[src/rtl/max31855_spi_master.sv]
// Free-running read-only SPI master for the MAX31855: waits with CS high, then
// clocks in one 32-bit frame MSB first and publishes it with a one-cycle strobe.
module max31855_spi_master #(
  parameter int CLK_DIV     = 10,
  parameter int IDLE_CYCLES = 10_000_000
) (
  input  logic        clk_i,
  input  logic        reset,
  output logic        SPI_clk,
  output logic        SPI_cs,
  input  logic        SPI_Data_In,
  output logic [31:0] SPI_Data_Out,
  output logic        data_valid
);

  localparam int MAXC = (IDLE_CYCLES > CLK_DIV) ? IDLE_CYCLES : CLK_DIV;
  localparam int CW   = $clog2(MAXC + 1);
  localparam logic [CW-1:0] IDLE_LAST = CW'(IDLE_CYCLES - 1);
  localparam logic [CW-1:0] DIV_LAST  = CW'(CLK_DIV - 1);

  typedef enum logic [1:0] {IDLE, SETUP, SHIFT, HOLD} state_t;

  state_t        state_q, state_d;
  logic [CW-1:0] cnt_q, cnt_d;
  logic [4:0]    bit_q, bit_d;
  logic          hi_q, hi_d;
  logic          cs_q, cs_d;
  logic          sclk_q, sclk_d;
  logic [31:0]   shift_q, shift_d;
  logic [31:0]   data_q, data_d;
  logic          valid_q, valid_d;

  always_comb begin
    state_d = state_q;
    cnt_d   = cnt_q + CW'(1);
    bit_d   = bit_q;
    hi_d    = hi_q;
    cs_d    = cs_q;
    sclk_d  = sclk_q;
    shift_d = shift_q;
    data_d  = data_q;
    valid_d = 1'b0;
    unique case (state_q)
      IDLE: begin
        cs_d   = 1'b1;
        sclk_d = 1'b0;
        if (cnt_q == IDLE_LAST) begin
          state_d = SETUP;
          cnt_d   = '0;
          cs_d    = 1'b0;
        end
      end
      SETUP: begin
        if (cnt_q == DIV_LAST) begin
          state_d = SHIFT;
          cnt_d   = '0;
          bit_d   = '0;
          hi_d    = 1'b0;
        end
      end
      SHIFT: begin
        if (cnt_q == DIV_LAST) begin
          cnt_d = '0;
          if (!hi_q) begin
            // Sample on the same edge that raises SCK; the slave's bit has
            // been stable since the previous falling edge.
            hi_d    = 1'b1;
            sclk_d  = 1'b1;
            shift_d = {shift_q[30:0], SPI_Data_In};
          end else begin
            hi_d   = 1'b0;
            sclk_d = 1'b0;
            if (bit_q == 5'd31) state_d = HOLD;
            else                bit_d   = bit_q + 5'd1;
          end
        end
      end
      HOLD: begin
        if (cnt_q == DIV_LAST) begin
          state_d = IDLE;
          cnt_d   = '0;
          cs_d    = 1'b1;
          data_d  = shift_q;
          valid_d = 1'b1;
        end
      end
      default: state_d = IDLE;
    endcase
  end

  always_ff @(posedge clk_i) begin
    if (reset) begin
      state_q <= IDLE;
      cnt_q   <= '0;
      bit_q   <= '0;
      hi_q    <= 1'b0;
      cs_q    <= 1'b1;
      sclk_q  <= 1'b0;
      shift_q <= '0;
      data_q  <= '0;
      valid_q <= 1'b0;
    end else begin
      state_q <= state_d;
      cnt_q   <= cnt_d;
      bit_q   <= bit_d;
      hi_q    <= hi_d;
      cs_q    <= cs_d;
      sclk_q  <= sclk_d;
      shift_q <= shift_d;
      data_q  <= data_d;
      valid_q <= valid_d;
    end
  end

  assign SPI_clk      = sclk_q;
  assign SPI_cs       = cs_q;
  assign SPI_Data_Out = data_q;
  assign data_valid   = valid_q;

endmodule

[config.mk]
export PLATFORM = sky130hd
export DESIGN_NAME = max31855_spi_master
export DESIGN_NICKNAME = d
export VERILOG_FILES = /design/src/rtl/max31855_spi_master.sv
export SDC_FILE = /design/constraint.sdc
export NUM_CORES = 1
export LEC_CHECK = 0
export CORE_MARGIN = 2
export CORE_UTILIZATION = 25
export DETAILED_ROUTE_END_ITERATION = 8
export DONT_BUFFER_PORTS = 1
export SLEW_MARGIN = 0
export SYNTH_ARGS = -nofsm -noshare
export SYNTH_HDL_FRONTEND = slang
export SYNTH_SLANG_ARGS = --single-unit
export TNS_END_PERCENT = 1
[constraint.sdc]
create_clock -name clk_i -period 4.45 [get_ports clk_i]
set_clock_uncertainty 0.2 [all_clocks]
set_input_delay 1.335 -clock clk_i [delete_from_list [all_inputs] [get_ports clk_i]]
set_output_delay 1.335 -clock clk_i [all_outputs]
set_load 0.01 [all_outputs]
; Yosys cells after proc, flatten, opt, wreduce, memory -nomap -nowiden
; Cells that the tools add are included.
[classes]
n_mux = 24
addsub = 2
n_reduce_logical = 13
bitwise = 2
n_eq_ne = 13
[op_table]
columns = operator, n
row1 = $mux 24, 2
row2 = $pmux 24 s2, 1
row3 = $add 24x1->24 const B, 1
row4 = $eq 24x24->1 const B, 1
row5 = $eq 24x4->1 const B, 1
row6 = $mux 5, 4
row7 = $ne 2x2->1 const B, 7
row8 = $mux 2, 6
row9 = $pmux 5 s2, 1
row10 = $pmux 2 s4, 1
row11 = $mux 1, 6
row12 = $pmux 1 s2, 3
row13 = $reduce_and 2->1, 3
row14 = $reduce_and 3->1, 2
row15 = $reduce_and 6->1, 1
row16 = $reduce_bool 2->1, 3
row17 = $add 5x1->5 const B, 1
row18 = $eq 5x5->1 const B, 1
row19 = $reduce_and 5->1, 1
row20 = $eq 2x2->1 const B, 2
row21 = $reduce_or 3->1, 1
row22 = $eq 2x1->1 const B, 1
row23 = $logic_not 2->1, 1
row24 = $not 1->1, 2
row25 = $reduce_or 2->1, 1
[word_totals]
out_inout_bits = 35
regBits = 99
word_cells = 63

; Depth between registers and ports, before layout
; Gate-level depths: netlist (run 1).
[depth]
word_depth = 5
mapped_depth = 9
mapped_depth_nobuf = 8

; Least setup slack after synthesis (run 1)
; Ideal clock, no wire load.
[synth_path]
path_type = in2reg
startpoint = input reset
endpoint = register shift_q[10]
setup_time_ns = 0.128
required_time_ns = 4.122
arrival_time_ns = 1.932
path_slack_ns = 2.190
cell_stages = 3
n_path_buf = 2
cell_sequence = clkbuf_1 clkbuf_1 nor2_1
[synth_rtl]
columns = item, line
row1 = "start, declared", 8  ; input logic reset,
row2 = "end signal, assigned", 109  ; shift_q <= shift_d;
row3 = "end, declared", 29  ; logic [31:0] shift_q, shift_d;
; No word-level cell between the ends.

; Final worst setup path (run 1)
[layout_path]
startpoint = register cnt_q[21]
endpoint = register cnt_q[8]
[layout_via]
elab_chain_cells = 3
elab_cells_between_ends = 5
cone_classes = 2 x eq/ne / 3 x mux
[layout_lines]
columns = item, line
row1 = "start, declared", 24  ; logic [CW-1:0] cnt_q, cnt_d;
row2 = "start signal, assigned", 104  ; cnt_q <= cnt_d;
row3 = $eq 24x4->1 or $eq 24x24->1 (tied branches), --
row4 = "$mux 24, on equally long branches", --
row5 = $pmux 24 s2 (*), 43  ; unique case (state_q)
; Every way passes the cells marked *; elsewhere a longest branch is shown, timed or not.
; A chain may end at the register's enable or synchronous reset.

==> out/results.md, run 1 <==
- most common cell after layout, fill and taps aside: dfxtp_1
- first-pass GRT wire length: 12.6 mm
- Cell variety after synth: 33
- count of input and output buffers: 0
- Overall Global Routing Usage: 9.32%
- unrepaired setup endpoints after global routing: false
- largest net degree at the start of global routing: 75
- Synth top area share: 49.7%
- power share of the combinational group: 0.6%
- number of hold buffers added after cts: 0
- most utilized layer in the global route result: met2
- number of iterations in the first detailed-routing pass: 4
- vias per cell: 4.38
- clock tree from TritonCTS: built
- WS Path Type: reg -> reg
- Post-synth EDFFs: 0
- Synthesized Nets: 461
- Worst Slack Setup Final: 1.89 ns
- number of nets with antenna violations after routing: 0
- first-iteration detailed-routing DRC count: 148
- proportion of synthesized chip area in sequential cells: 49.7%
- number of remaining DRC errors: 0
- start point of the critical path: cnt_q[21]
- commonest cells after routing, fill and taps aside: 99 x dfxtp_1, 82 x nand2_1, 72 x nor2_1
- number of clock sinks: 99
- class of the worst hold path: reg -> reg
- final weighted congestion in routability-driven placement: 0.797
- Cell Pwr Density: 369 nW/um^2
- Yosys reg bits: 99
- synthesized area divided by synthesized cell count: 8.88 sq um
- count of mapped cells out of synthesis: 449
- part of the power in registers: 54.3%
- count of placed standard cells including taps: 645
- static leakage power: 1.41 nW
- mapped cell area: 3990 sq um
- num ports: 38
- Final Hold Viols: 0
- CP max-delay cell: o211ai_2
- insertion delay to the later sink of the worst-skew pair: 0.34 ns
- CP max stage delay: 0.81 ns
- Yosys Warn Count: 0
- worst setup timing slack at the placement stage: 1.86 ns
- highest clock rate: 391 MHz
- cells taking the most area after synthesis: dfxtp_1 50%, mux2i_1 8.8%, nand2_1 7.7%
- P&R area growth vs syn: 11.5%
- endpoints failing setup: 0
- Nets: 452
- switching power of the nets: 0.364 mW
- total power consumption of the routed design: 1.64 mW
- Critical Path End: cnt_q[8]
- row cnt: 46
- Int Pwr: 1.28 mW
- final global-route overflow total: 0
- height of the die: 130 um
- share of final-layout standard cells stronger than drive strength 1: 5.84%
- antenna diode count: 0
- area of the core region: 15700 sq um
- R2R depth: 5
- number of buffers created by CTS: 9
- Crit path required time: 4.44 ns
- fraction of synthesis flops using an asynchronous set or reset pin: 0%
- register clock-pin slew on the reported worst setup and hold paths: 0.07 ns
- largest driver fanout on the critical path: 23
- endpoint arrival time on the critical path: 2.54 ns
- Critical Path End Type: flip-flop
- critical-path cell list: nor4_1 > and3_1 > nand2_1 > o211ai_2 > nor2_1
- initial antenna violation count: 0
- buffers inserted during post-CTS setup optimization: 0
- Die Outline Area: 17000 sq um
- R2R Path End: cnt_q[8]
- global-route track usage on met2: 15.6%
- HPWL after detailed placement: 5.08 mm
- post-cts resize count: 0
- switching power share of the total: 22.2%
- final cell count without fillers: 661
- main flop type after synthesis: dfxtp_1
- met3 Resource Use GR: 3.77%
- ratio of final minimum period to clock period: 57.4%
- number of global-route vias before repair: 2721
- setup total negative slack: 0 ns
- flop-to-flop setup slack: 1.89 ns
- Die Span X: 130 um
- clk buf depth: 2
- clock tree root driver cell: clkbuf_16
- GR met1 Demand/Resource: 10.7%
- Initial Utilization: 25.4%
- average wire per standard cell: 11.5 um
- routed via count: 2895
- result of the run: finished clean
- CTS HTree Levels: 3
- min Tclk post-route: 2.56 ns
- max-cap violation count: 0
- startpoint of the most critical register-to-register path: cnt_q[21]
- cell accounting for the most synthesized area: dfxtp_1
- number of pins exceeding their max-slew limit in the final report: 0
- Worst slew margin: 36.3%
- Least-Margin Pin Slew: 0.953 ns
- share of total power in the clock network: 45.1%
- critical path launch point type: flip-flop
- final wirelength: 7.60 mm
- IR Drop Worst-Case VDD: 0.175 mV
Yosys cell counts, types with 3 or more instances:
master	number
nand2_1	82
buf_2	5
dfxtp_1	99
nand3_1	14
nor2_1	72
nor3_1	4
inv_1	8
ha_1	9
mux2i_1	35
buf_6	5
xnor2_1	6
o21ai_0	7
nand4_1	10
xor2_1	16
nor4_1	3
a21oi_1	40
clkbuf_1	13
per-stage QoR:
stage                     instance area (sq um)  hold WS (ns)  utilization (%)
after floorplan                            3990         0.231                -
after global placement                     4160         0.251             26.4
after detailed placement                   4160         0.254             26.4
after CTS                                  4440         0.264             28.3
after global routing                       4440         0.277             28.3
final                                      4440         0.267             28.3
worst min-delay path by stage:
stage / start / end / slack, ns / cells after the start
floorplan: shift_q[31] / SPI_Data_Out[31] / 0.23 / 2
global placement: shift_q[0] / SPI_Data_Out[0] / 0.25 / 2
detailed placement: shift_q[31] / SPI_Data_Out[31] / 0.25 / 2
CTS: shift_q[31] / SPI_Data_Out[31] / 0.26 / 2
global route: shift_q[0] / SPI_Data_Out[0] / 0.28 / 2
finish: shift_q[27] / SPI_Data_Out[27] / 0.27 / 2
power by group through the flow:
stage,clock network (mW),logic (mW),registers [mW]
2_1_floorplan,0,0.0171,0.910
3_3_place_gp,0,0.00973,0.911
3_5_place_dp,0,0.0105,0.911
4_1_cts,0.768,0.0105,0.890
5_1_grt,0.804,0.0118,0.890
6_report,0.740,0.0103,0.890
cell families (layout without fill, tap and decap cells):
| group | after synthesis | count (layout) | synth area share (%) |
|---|---|---|---|
| xor+xnor | 22 | 22 | 4.83 |
| fa+ha+maj | 9 | 9 | 2.82 |
| mux | 35 | 35 | 8.79 |
| buf+inv | 31 | 27 | 4.02 |
| flops | 99 | 99 | 49.7 |
| simple gates | 201 | 201 | 22.9 |
| compound gates | 52 | 52 | 6.97 |
state kept, by name (all words and copies together) (netlist names):
register	count
SPI_Data_Out	32
shift_q	32
cnt_q	24
bit_q	5
state_q	2
SPI_clk	1
SPI_cs	1
data_valid	1
hi_q	1
metal layers:
layer | vias up | share of wire [%] | routed length, um
li1 | 1482 | - | -
met1 | 1346 | 45 | 3450
met2 | 55 | 47 | 3580
met3 | 12 | 6.0 | 454
met4 | 0 | 1.6 | 120
met5 | - | 0 | 0
layout make-up:
| class | count | area (sq um) |
|---|---|---|
| Fill cell | 1669 | 11300 |
| Sequential cell | 99 | 1980 |
| Multi-Input combinational cell | 319 | 1850 |
| Tap cell | 216 | 270 |
| Clock buffer | 9 | 225 |
| Clock inverter | 7 | 63.8 |
| Inverter | 8 | 30.0 |
| Timing Repair Buffer | 3 | 22.5 |
critical path, delay by kind of cell, from the launching register on:
| kind | cells | cell delay [ns] |
|---|---|---|
| AO/OA/AOI/OAI | 1 | 0.81 |
| flip-flops | 1 | 0.34 |
| AND/OR/NAND/NOR | 4 | 1.06 |
Note: power is estimated with default switching activity, not from simulation.
==> inputs of run 2 (changes only) <==
==> constraint.sdc (replaced) <==
create_clock -name clk_i -period 2.55 [get_ports clk_i]
set_clock_uncertainty 0.2 [all_clocks]
set_input_delay 0.765 -clock clk_i [delete_from_list [all_inputs] [get_ports clk_i]]
set_output_delay 0.765 -clock clk_i [all_outputs]
set_load 0.01 [all_outputs]
==> out/results.md, run 2 (synthesis results as in run 1) <==
- Critical Path End Type: flip-flop
- number of pins exceeding their max-slew limit in the final report: 0, unchanged
- global-route track usage on met2: 15.5%, -0.092 points
- number of global-route vias before repair: 2735, +0.51%
- final wirelength: 7.44 mm, -2.1%
- WS Path Type: reg -> reg
- row cnt: 46, unchanged
- highest clock rate: 432 MHz, +10%
- first-pass GRT wire length: 12.5 mm, -0.61%
- antenna diode count: 0, unchanged
- final global-route overflow total: 0, unchanged
- number of buffers created by CTS: 9, unchanged
- number of iterations in the first detailed-routing pass: 4, unchanged
- Die Outline Area: 17000 sq um, unchanged
- area of the core region: 15700 sq um, unchanged
- insertion delay to the later sink of the worst-skew pair: 0.34 ns, about the same
- P&R area growth vs syn: 12.3%
- CTS HTree Levels: 3, unchanged
- height of the die: 130 um, unchanged
- first-iteration detailed-routing DRC count: 76, -49%
- switching power of the nets: 0.592 mW, +63%
- Cell Pwr Density: 641 nW/um^2, +74%
- Crit path required time: 2.58 ns, -1.86 ns
- area of the multi-input gates: 1850 sq um, unchanged
- most utilized layer in the global route result: met2
- count of input and output buffers: 0, unchanged
- unrepaired setup endpoints after global routing: false
- GR met1 Demand/Resource: 10.5%, -0.12 points
- vias per cell: 4.36, -0.50%
- setup total negative slack: 0 ns, unchanged
- average wire per standard cell: 11.2 um, -2.3%
- initial antenna violation count: 0, unchanged
- endpoints failing setup: 0, unchanged
- min Tclk post-route: 2.31 ns, -0.241 ns
- part of the power in registers: 54.1%, -0.2 points
- endpoint arrival time on the critical path: 2.35 ns, -0.19 ns
- ratio of final minimum period to clock period: 90.8%, +33 points
- share of final-layout standard cells stronger than drive strength 1: 5.83%, -0.013 points
- switching power share of the total: 20.6%, -1.5 points
- share of total power in the clock network: 45.2%, about the same
- number of remaining DRC errors: 0, unchanged
- largest driver fanout on the critical path: 4, -83%
- HPWL after detailed placement: 5.09 mm, +0.21%
- Nets: 453, +0.22%
- clock tree from TritonCTS: built
- Initial Utilization: 25.4%, unchanged
- routed via count: 2885, -0.35%
- Final Hold Viols: 0, unchanged
- most common cell after layout, fill and taps aside: dfxtp_1
- flop-to-flop setup slack: 0.24 ns, -1.66 ns
- final core occ: 28.5%, +0.21 points
- Overall Global Routing Usage: 9.27%, -0.048 points
- number of hold buffers added after cts: 0, unchanged
- power share of the combinational group: 0.6%, about the same
- critical path launch point type: flip-flop
- class of the worst hold path: reg -> reg
- result of the run: finished clean
- buffers inserted during post-CTS setup optimization: 0, unchanged
- IR Drop Worst-Case VDD: 0.330 mV, +89%
- total power consumption of the routed design: 2.87 mW, +75%
- final weighted congestion in routability-driven placement: 0.772, -3.1%
- post-cts resize count: 0, unchanged
- num ports: 38, unchanged
- Int Pwr: 2.28 mW, +78%
- number of clock sinks: 99, unchanged
- Worst slew margin: 49.3%, +13 points
- Die Span X: 130 um, unchanged
- number of nets with antenna violations after routing: 0, unchanged
- static leakage power: 1.44 nW, +2.0%
- Least-Margin Pin Slew: 0.754 ns, -0.198 ns
- register clock-pin slew on the reported worst setup and hold paths: 0.07 ns, about the same
- max-cap violation count: 0, unchanged
- clock tree root driver cell: clkbuf_16
- sequential cell area in the final layout: 1980 sq um, unchanged
- fill count: 1659, -0.60%
- largest net degree at the start of global routing: 75, unchanged
- clk buf depth: 2, unchanged
- met3 Resource Use GR: 3.81%, +0.041 points
- commonest cells after routing, fill and taps aside: 99 x dfxtp_1, 82 x nand2_1, 72 x nor2_1
[run 2: cell types whose count changed in the layout (fill, tap and decap cells not counted), sizes merged]
cell      change
clkinv        +1
clkbuf        +3
buf           +1
clkinvlp      -4
[run 2: layout make-up]
cell class	count	share of cell area (%)
Clock buffer	12	5.73
Clock inverter	4	0.754
Inverter	8	0.671
Multi-Input combinational cell	319	41.3
Sequential cell	99	44.3
Tap cell	216	6.04
Timing Repair Buffer	4	1.23
[run 2: critical path: stages (launching register included)]
cell,delay (ns)
dfxtp_1,0.34
ha_1,0.24
and3_1,0.20
ha_1,0.19
and3b_1,0.27
nor2_1,0.09
nor3_1,0.39
mux2i_1,0.24
nor2_1,0.05
[run 2: final timing paths]
| check | start | endpoint | cells after the start |
|---|---|---|---|
| setup reg to reg | bit_q[0] | bit_q[0] | 8 |
| hold reg to reg | shift_q[27] | SPI_Data_Out[27] | 2 |
| setup / recovery | bit_q[0] | bit_q[0] | 8 |
| hold / removal | shift_q[27] | SPI_Data_Out[27] | 2 |
[run 2: per-layer routing]
metal	vias to the layer above	part of all wire, %
met4	0	1.2
li1	1487	-
met3	10	6.1
met1	1334	45
met5	-	0
met2	54	48
[run 2: metrics by stage]
step	cell area, sq um	cells	hold WS, ns	setup slack, ns
floorplan	3990	449	0.231	0.415
global placement	4190	646	0.254	0.297
detailed placement	4190	646	0.256	0.256
CTS	4480	662	0.268	0.227
global route	4480	662	0.274	0.0530
finish	4480	662	0.268	0.236
[run 2: power by group through the flow]
stage,Sequential [mW],Clock [mW],Combinational (mW)
after global placement,1.59,0,0.0182
after global routing,1.55,1.42,0.0219
after floorplan,1.59,0,0.0298
after CTS,1.55,1.35,0.0192
after detailed placement,1.59,0,0.0191
final,1.55,1.30,0.0186
==> inputs of run 3 (changes only) <==
--- a/config.mk
+++ b/config.mk
@@ -5,10 +5,12 @@
 export SDC_FILE = /design/constraint.sdc
 export NUM_CORES = 1
 export LEC_CHECK = 0
+export CORE_ASPECT_RATIO = 0.7
 export CORE_MARGIN = 2
 export CORE_UTILIZATION = 25
 export DETAILED_ROUTE_END_ITERATION = 8
 export DONT_BUFFER_PORTS = 1
+export GPL_ROUTABILITY_DRIVEN = 0
 export SLEW_MARGIN = 0
 export SYNTH_ARGS = -nofsm -noshare
 export SYNTH_HDL_FRONTEND = slang
==> out/results.md, run 3 (synthesis results as in run 1) <==
- largest driver fanout on the critical path: 32, +28
- number of iterations in the first detailed-routing pass: 4, unchanged
- Worst Slack Setup Final: 0.236 ns, +0.000391 ns
- number of pins exceeding their max-slew limit in the final report: 0, unchanged
- power share of the combinational group: 0.7%, about the same
- final global-route overflow total: 0, unchanged
- number of clock sinks: 99, unchanged
- Nets: 456, +0.66%
- final wirelength: 8.03 mm, +7.9%
- share of total power in the clock network: 45.9%, +0.7 points
- terminating pin of the worst hold path: SPI_Data_Out[6]
- P&R area growth vs syn: 12.5%
- Critical Path End Type: flip-flop
- insertion delay to the later sink of the worst-skew pair: 0.34 ns, about the same
- most common cell after layout, fill and taps aside: dfxtp_1
- switching power share of the total: 20.4%, -0.25 points
- number of remaining DRC errors: 0, unchanged
- num ports: 38, unchanged
- count of placed standard cells including taps: 633, -2.0%
- Die Span X: 155 um, +19%
- antenna diode count: 0, unchanged
- Initial Utilization: 25.6%, +0.27 points
- height of the die: 110 um, -16%
- startpoint of the most critical register-to-register path: cnt_q[20]
- post-cts resize count: 0, unchanged
- number of global-route vias before repair: 2793, +2.1%
- CTS HTree Levels: 3, unchanged
- Int Pwr: 2.32 mW, +1.6%
- worst hold stages: 2, unchanged
- worst setup timing slack at the placement stage: 0.296 ns, +0.0398 ns
- commonest cells after routing, fill and taps aside: 99 x dfxtp_1, 82 x nand2_1, 72 x nor2_1
- buffers inserted during post-CTS setup optimization: 0, unchanged
- vias per cell: 4.46, +2.3%
- min Tclk post-route: 2.31 ns, -0.000391 ns
- largest net degree at the start of global routing: 75, unchanged
- setup total negative slack: 0 ns, unchanged
- number of buffers created by CTS: 9, unchanged
- highest clock rate: 432 MHz, about the same
- IR Drop Worst-Case VDD: 0.285 mV, -13%
- endpoints failing setup: 0, unchanged
- launch point of the worst hold path: shift_q[6]
- Final Hold Viols: 0, unchanged
- fill count: 1623, -2.2%
- row cnt: 38, -17%
- flop-to-flop setup slack: 0.24 ns, about the same
- switching power of the nets: 0.592 mW, about the same
- Crit path required time: 2.58 ns, about the same
- number of hold buffers added after cts: 0, unchanged
- R2R depth: 6, -2
- part of the power in registers: 53.5%, -0.6 points
- ratio of final minimum period to clock period: 90.7%, about the same
- Least-Margin Pin Slew: 0.442 ns, -0.313 ns
- unrepaired setup endpoints after global routing: false
- class of the worst hold path: reg -> reg
- register clock-pin slew on the reported worst setup and hold paths: 0.07 ns, about the same
- Cell Pwr Density: 649 nW/um^2, +1.2%
- clock tree from TritonCTS: built
- clk buf depth: 2, unchanged
- area of the core region: 15500 sq um, -1.1%
- first-pass GRT wire length: 13.5 mm, +8.5%
- critical path launch point type: flip-flop
- final cell count without fillers: 649, -2.0%
- Die Outline Area: 17000 sq um, about the same
- routed via count: 2892, +0.24%
- static leakage power: 1.45 nW, +0.65%
- count of input and output buffers: 0, unchanged
- WS Path Type: reg -> reg
- R2R Path End: shift_q[27]
- average wire per standard cell: 12.4 um, +10%
- Worst slew margin: 70.3%, +21 points
- clock tree root driver cell: clkbuf_16
- number of nets with antenna violations after routing: 0, unchanged
- Overall Global Routing Usage: 10.2%, +0.94 points
- share of final-layout standard cells stronger than drive strength 1: 6.46%, +0.63 points
- HPWL after detailed placement: 5.59 mm, +9.9%
- first-iteration detailed-routing DRC count: 201, +160%
- final core occ: 28.8%, +0.33 points
- initial antenna violation count: 0, unchanged
- endpoint arrival time on the critical path: 2.35 ns, about the same
- max-cap violation count: 0, unchanged
- result of the run: finished clean
==> run 3: area by class of cell <==
type / count / area (sq um) / share of cell area [%]
Tap cell: 200 / 250 / 5.58
Sequential cell: 99 / 1980 / 44.2
Clock inverter: 6 / 63.8 / 1.42
Clock buffer: 10 / 229 / 5.11
Inverter: 8 / 30.0 / 0.670
Multi-Input combinational cell: 319 / 1850 / 41.3
Timing Repair Buffer: 7 / 77.6 / 1.73
==> run 3: critical path: stages, from the launching register on <==
cell,delay (ns)
dfxtp_1,0.35
nor4_1,0.43
nand4_1,0.34
nor4_4,0.29
buf_12,0.27
mux2i_1,0.23
nor2_1,0.06
==> run 3: worst max path at each step <==
stage                     startpoint          end  slack, ns  cells after the start
final                      cnt_q[20]  shift_q[27]       0.24                      6
after global routing        bit_q[0]     bit_q[1]       0.06                      8
after CTS                  cnt_q[20]   shift_q[7]       0.26                      6
after detailed placement   cnt_q[20]   shift_q[2]       0.30                      6
after global placement      bit_q[0]     bit_q[0]       0.29                      8
after floorplan           state_q[0]  shift_q[10]       0.42                      8
==> run 3: metal layers <==
metal,global-route usage (%),vias to the layer above,part of all wire [%]
li1,-,1488,-
met1,13.0,1356,51
met2,16.1,37,43
met3,3.31,11,4.0
met4,4.17,0,1.6
met5,0,-,0
==> run 3: per-stage QoR <==
stage	instance area, sq um	hold WS (ns)	power [mW]
2_1_floorplan	3990	0.231	1.62
3_3_place_gp	4190	0.250	1.61
3_5_place_dp	4190	0.256	1.61
4_1_cts	4480	0.259	2.96
5_1_grt	4480	0.283	3.03
6_report	4480	0.264	2.91
==> run 3: power by group through the flow <==
stage	clock network [mW]	registers, mW	logic [mW]
2_1_floorplan	0	1.59	0.0298
3_3_place_gp	0	1.59	0.0180
3_5_place_dp	0	1.59	0.0193
4_1_cts	1.39	1.55	0.0195
5_1_grt	1.46	1.55	0.0222
6_report	1.33	1.55	0.0192
